## config.mk

```make
export PLATFORM = sky130hd
export DESIGN_NAME = print_serializer
export DESIGN_NICKNAME = d
export VERILOG_FILES = /design/src/rtl/print_serializer.sv
export SDC_FILE = /design/constraint.sdc
export NUM_CORES = 1
export LEC_CHECK = 0
export CELL_PAD_IN_SITES_DETAIL_PLACEMENT = 0
export CELL_PAD_IN_SITES_GLOBAL_PLACEMENT = 1
export CORE_MARGIN = 2
export CORE_UTILIZATION = 38
export CTS_CLUSTER_DIAMETER = 60
export DETAILED_ROUTE_END_ITERATION = 6
export GPL_TIMING_DRIVEN = 0
export PLACE_DENSITY = 0.83
export REMOVE_ABC_BUFFERS = 1
export SLEW_MARGIN = 20
export SYNTH_ARGS = -nofsm -noshare
export SYNTH_HDL_FRONTEND = slang
export SYNTH_SLANG_ARGS = --single-unit
```

## constraint.sdc

```tcl
create_clock -name clk -period 3 [get_ports clk]
set_input_delay 0.6 -clock clk [delete_from_list [all_inputs] [get_ports clk]]
set_output_delay 0.6 -clock clk [all_outputs]
set_load 0.01 [all_outputs]
```

## src/rtl/print_serializer.sv

```systemverilog
// Byte serializer between the core print path and the UART output controller.
// Accepts a 1-4 byte request packed in a 32-bit word and emits one byte per take.
module print_serializer #(
    parameter bit          BIG_ENDIAN = 1'b0,
    parameter int unsigned CNT_W      = 32
) (
    input  logic             clk,
    input  logic             reset,
    input  logic             req,
    input  logic [31:0]      wdata,
    input  logic [1:0]       len,
    output logic             core_stall,
    output logic             print,
    output logic [7:0]       dout_core,
    input  logic             out_stall,
    output logic             busy,
    output logic [CNT_W-1:0] bytes_sent
);

    typedef enum logic {IDLE, SEND} state_t;

    state_t      state, state_n;
    logic [31:0] shreg, shreg_n, shifted;
    logic [1:0]  remaining, remaining_n;
    logic        print_n;
    logic [7:0]  dout_n;
    logic        take, last_take, accept;

    function automatic logic [7:0] head(input logic [31:0] w);
        return BIG_ENDIAN ? w[31:24] : w[7:0];
    endfunction

    assign take       = print & ~out_stall;
    assign last_take  = take & (remaining == 2'd0);
    assign accept     = req & ((state == IDLE) | last_take);
    assign core_stall = req & ~accept;
    assign busy       = (state != IDLE);
    assign shifted    = BIG_ENDIAN ? {shreg[23:0], 8'h00} : {8'h00, shreg[31:8]};

    // print/dout_core are registered, so they are computed from the next shreg
    // head; this keeps dout_core equal to the head byte throughout SEND.
    always_comb begin
        state_n     = state;
        shreg_n     = shreg;
        remaining_n = remaining;
        print_n     = print;
        dout_n      = dout_core;
        if (accept) begin
            state_n     = SEND;
            shreg_n     = wdata;
            remaining_n = len;
            print_n     = 1'b1;
            dout_n      = head(wdata);
        end else if (last_take) begin
            state_n = IDLE;
            print_n = 1'b0;
        end else if (take) begin
            shreg_n     = shifted;
            remaining_n = remaining - 2'd1;
            dout_n      = head(shifted);
        end
    end

    always_ff @(posedge clk) begin
        if (reset) begin
            state      <= IDLE;
            shreg      <= '0;
            remaining  <= '0;
            print      <= 1'b0;
            dout_core  <= '0;
            bytes_sent <= '0;
        end else begin
            state     <= state_n;
            shreg     <= shreg_n;
            remaining <= remaining_n;
            print     <= print_n;
            dout_core <= dout_n;
            if (take)
                bytes_sent <= bytes_sent + CNT_W'(1);
        end
    end

endmodule

```

# ---- After elaboration in Yosys (flattened, before gate mapping)
# Index checks and enable logic that the tools add are counted.
dict set report totals {
  input_bits 38
  output_inout_bits 43
  regBits 75
}
dict set report classes {
  n_reduce_logical 4
  n_eq_ne 1
  addsub 2
  bitwise_logic 8
  mux 11
}
# op count
set op_table {}
lappend op_table {{32-bit 2-to-1 mux} 3}
lappend op_table {{32-bit by 1-bit adder with 32-bit output (second input constant)} 1}
lappend op_table {{8-bit 2-to-1 mux} 3}
lappend op_table {{2-bit 2-to-1 mux} 3}
lappend op_table {{1-bit AND} 4}
lappend op_table {{2-bit nonzero test} 2}
lappend op_table {{1-bit NOT} 3}
lappend op_table {{2-bit logical NOT} 1}
lappend op_table {{1-bit 2-to-1 mux} 2}
lappend op_table {{2-bit by 1-bit inequality test with 1-bit output (second input constant)} 1}
lappend op_table {{2-bit AND reduction} 1}
lappend op_table {{2-bit by 1-bit subtractor with 2-bit output (second input constant)} 1}
lappend op_table {{1-bit OR} 1}

# ---- Logic depth before layout (Yosys ltp)
dict set report logic_depth {
  ltp_word 7
  mapped_depth 8
  depth_no_buf 6
}

# ---- Least setup slack after synthesis
# No wires, ideal clock.
dict set report synth_path {
  kind {input to register}
  from {input port out_stall}
  to {register bytes_sent[11]}
  setup_ps 70
  arrival_time_ps 1705
  setup_slack_ps 1225
  cell_stages 4
  n_path_buf 0
  cell_sequence {nand3b_4 > or4_4 > or3_1 > a21oi_1}
}
dict set report synth_via {
  elab_chain_len 2
}
# item line
set synth_lines {}
lappend synth_lines {{start, declared} 15} ;# input logic out_stall,
lappend synth_lines {{1-bit NOT} 33} ;# assign take = print & ~out_stall;
lappend synth_lines {{1-bit AND} 33}
lappend synth_lines {{end signal, assigned} 79} ;# bytes_sent <= bytes_sent + CNT_W'(1);
lappend synth_lines {{end, declared} 17} ;# output logic [CNT_W-1:0] bytes_sent
# Every way passes these cells.
# A chain may end at the register's enable or synchronous reset.

# ---- Final worst setup path
dict set report layout_path {
  from {input port out_stall}
  to {register bytes_sent[23]}
}
# Same word-level chain as after synthesis.

==> results.txt <==
----------------------------------------------------
[Layout]
  Fraction of final layout cells sized beyond drive strength 1 ... about 7.2%
  Number of diodes added for antenna fixing ... 0
  Net count reported at finish ... between 400 and 500
  Fill cell count ... 770
  Area added between synthesis and finish ... 33.3%
  Final Core Density ... 52.0%

[Clocking]
  CTS tree ... built
  TritonCTS buffer count ... 9
  CTS clock-pin slew for the worst setup and hold paths ... roughly 0.07 ns
  Quantity of gates resized following cts ... 0
  CTS Root Cell ... clkbuf_8
  Buffer depth of the longest clock path ... 2
  Insertion delay to the later sink of the worst-skew pair ... 0.33 ns
  Post-CTS setup repair buffer count ... 0
  CTS H-Tree Depth ... 3
  Clock net sink count ... 67
  Hold Buf Count CTS ... 0

[Critical path]
  Category of the worst setup path launch point ... input pin
  Cell at the slowest stage of the critical path ... or4_1
  Data required time of the critical path ... 3.26 ns
  Type of the worst setup path ... input pin to flop
  Maximum fanout count along the critical path ... 20
  Crit path arrival time ... 2.90 ns
  Critical Path Sink Type ... flop
  Slowest stage delay, CP ... around 0.70 ns
  Cells traversed along the worst timing path ... clkdlybuf4s50_1 -> nand3b_4 -> nand4b_1 -> or4_1 -> a21oi_1

[Drt]
  First-pass iteration count of the detailed router ... 4
  Post-detailed-route wirelength per cell ... 13.7 µm
  Routed Antenna Nets ... 0
  1st-iter DRT viols ... 163
  Number of design rule violations left after detail routing ... 0
  Via count ... 2785
  Detailed-route vias per instance ... 5.38
  Routed wire length ... 7090 µm

[Placement]
  Post-detail-place hpwl ... 4570 µm
  Global placement routability congestion ... 0.774
  Setup Slack @ Placement ... 0.0160 ns
  Number of buffers added on ports ... 80

[GRT]
  GRT Util Overall ... 16.9%
  Total grt overflow ... 0
  Number of antenna violations at the first check in global routing ... 0
  Maximum number of pins on one net before global-route repair ... 68
  Via count of the first global-routing pass ... 2621
  Wire length of the first global-routing pass ... 12000 µm

[Yosys]
  Number of synthesized register bits ... between 60 and 70
  Cell count after synthesis ... 351
  Proportion of synthesized flip-flops having asynchronous set or reset ... 0%
  Mean instance size in the synthesized netlist ... approximately 8.5 µm²
  Number of enable flip-flop cells after synthesis ... 0
  Ys Warns ... 0
  Main flop type after synthesis ... dfxtp_1
  Part of the Yosys area used for sequential elements ... 44.8%
  Library cells used by synthesis ... 38
  Post-Syn Area ... 3000 µm²

[Floorplan]
  Count of boundary I/O pins ... 81
  Number of placement rows ... 32
  Die footprint ... about 8600 µm²
  Placeable core area ... 7690 µm²
  Horizontal die dimension ... roughly 93 µm
  Die height ... 92.8 µm
  Initial Utilization ... 39.0%

[Timing]
  Worst-case setup margin in the final layout ... approximately 0.36 ns
  Number of slew-limit violations in the final report ... 0
  Fin Hold WS ... 0.467 ns
  Worst slew margin ... a little over 50%
  Final worst-path cycle share ... 88.0%
  Transition time at the pin with the least slew margin ... a little over 0.7 ns
  Clk_skew ... between 0.007 and 0.008 ns
  Max frequency ... ~380 MHz
  Final hold violations ... 0
  Count of endpoints failing setup in the final report ... 0
  Final critical delay including setup and external delays ... about 2.6 ns
  RSZ-0062 raised after global routing ... false

[Hold path]
  Path type of the worst min-delay path ... flop to flop

[Flow run]
  Max_cap viols ... 0

[Power]
  Power Dens Cells ... 452 nW/µm²
  Leakage power of the design ... 1.32 nW
  Worst VDD drop ... between 0.2 and 0.25 mV

[Status]
  Status ... finished clean

----------------------------------------------------
-- layout make-up --
class | count | area (µm²) | area share [%]
multi-input cells | 241 | 1470 | 36.7
flip-flops and latches | 67 | 1340 | 33.6
repair buffers | 82 | 841 | 21.1
clock buffers | 11 | 151 | 3.79
well taps | 102 | 128 | 3.20
inverters | 10 | 37.5 | 0.940
clock inverters | 5 | 27.5 | 0.689
-- cell families after synthesis --
group / after synthesis / share of synthesized area, %
simple gates: 121 / 23.5
compound gates: 108 / 21.0
flops: 67 / 44.8
buf+inv: 43 / 6.97
xor+xnor: 9 / 2.63
fa+ha+maj: 2 / 0.835
mux: 1 / 0.334
-- cell usage after synthesis (2+ instances only) --
cell      number  area [µm²]
and2_1         3        18.8
a22oi_1       25         188
nand2_1       21        78.8
buf_4         10        75.1
or3_1         14        87.6
ha_1           2        25.0
a21oi_1       57         285
nor2b_1        2        12.5
inv_1         10        37.5
clkbuf_1      18        67.6
nor2_1        11        41.3
dfxtp_1       67        1340
or4_1          8        60.1
nand4_1        9        56.3
buf_1          2        7.51
xor2_1         4        35.0
o31ai_1        8        60.1
o21ai_0       15        75.1
xnor2_1        5        43.8
and4_1         3        26.3
nor3_1         2        10.0
nand3_1       38         190
buf_2          2        10.0
-- critical path: cells and delay by family --
kind	cells	cell delay [ns]
compound gates	1	0.15
buf+inv	1	0.53
simple gates	3	1.61
-- per-stage QoR --
| stage | cell area (µm²) | std cells | total power [mW] | TNS [ns] |
|---|---|---|---|---|
| global placement | 3750 | 500 | 1.14 | -24.12 |
| CTS | 3990 | 518 | 1.83 | 0 |
| detailed placement | 3810 | 502 | 1.15 | 0 |
| finish | 3990 | 518 | 1.80 | 0 |
| global route | 3990 | 518 | 1.90 | 0 |
| floorplan | 2830 | 318 | 1.04 | 0 |
-- power by group --
group / internal (mW) / switching, mW / leakage (nW)
logic: 0.103 / 0.0905 / 0.678
clock network: 0.339 / 0.331 / 0.0949
registers: 0.921 / 0.0191 / 0.546
total: 1.36 / 0.441 / 1.32
-- sequential cells by signal, indices dropped and copies added (netlist names) --
register,flops
busy,1
bytes_sent,32
dout_core,7
remaining,2
shreg,25
-- placed cells by master (no fill, tap or decap), drive strengths merged --
cell type / netlist / routed
xor2: 4 / 4
nand2: 21 / 21
nand3: 39 / 39
and4b: 1 / 1
clkinvlp: 0 / 1
o21ai: 16 / 16
buf: 15 / 3
clkdlybuf4s50: 0 / 79
and3: 1 / 1
a22oi: 25 / 25
o31ai: 8 / 8
xnor2: 5 / 5
clkinv: 0 / 4
mux2i: 1 / 1
o211ai: 1 / 1
clkbuf: 18 / 11
nor3: 2 / 2
inv: 10 / 10
and4: 5 / 5
nor3b: 1 / 1
nand3b: 1 / 1
or3: 14 / 14
dfxtp: 67 / 67
ha: 2 / 2
nor2: 11 / 11
nand4b: 1 / 1
or4: 9 / 9
a21oi: 57 / 57
nand4: 10 / 10
nor2b: 2 / 2
and2: 3 / 3
o21a: 1 / 1
-- path summary, 6_finish.rpt --
kind | slack, ns | from | end | depth (start not counted)
setup / recovery | 0.36 | out_stall | bytes_sent[23] | 5
hold / removal | 0.47 | shreg[21] | shreg[21] | 2
setup reg to reg | 0.76 | bytes_sent[3] | bytes_sent[23] | 4
hold reg to reg | 0.47 | shreg[21] | shreg[21] | 2
-- layer usage --
metal	global-route usage, %	vias to the layer above	wire [µm]
li1	-	1400	-
met1	21.1	1291	3260
met2	28.1	85	3250
met3	5.21	9	510
met4	5.15	0	67
met5	0	-	0
No activity file was read; power rests on OpenSTA's default activity.
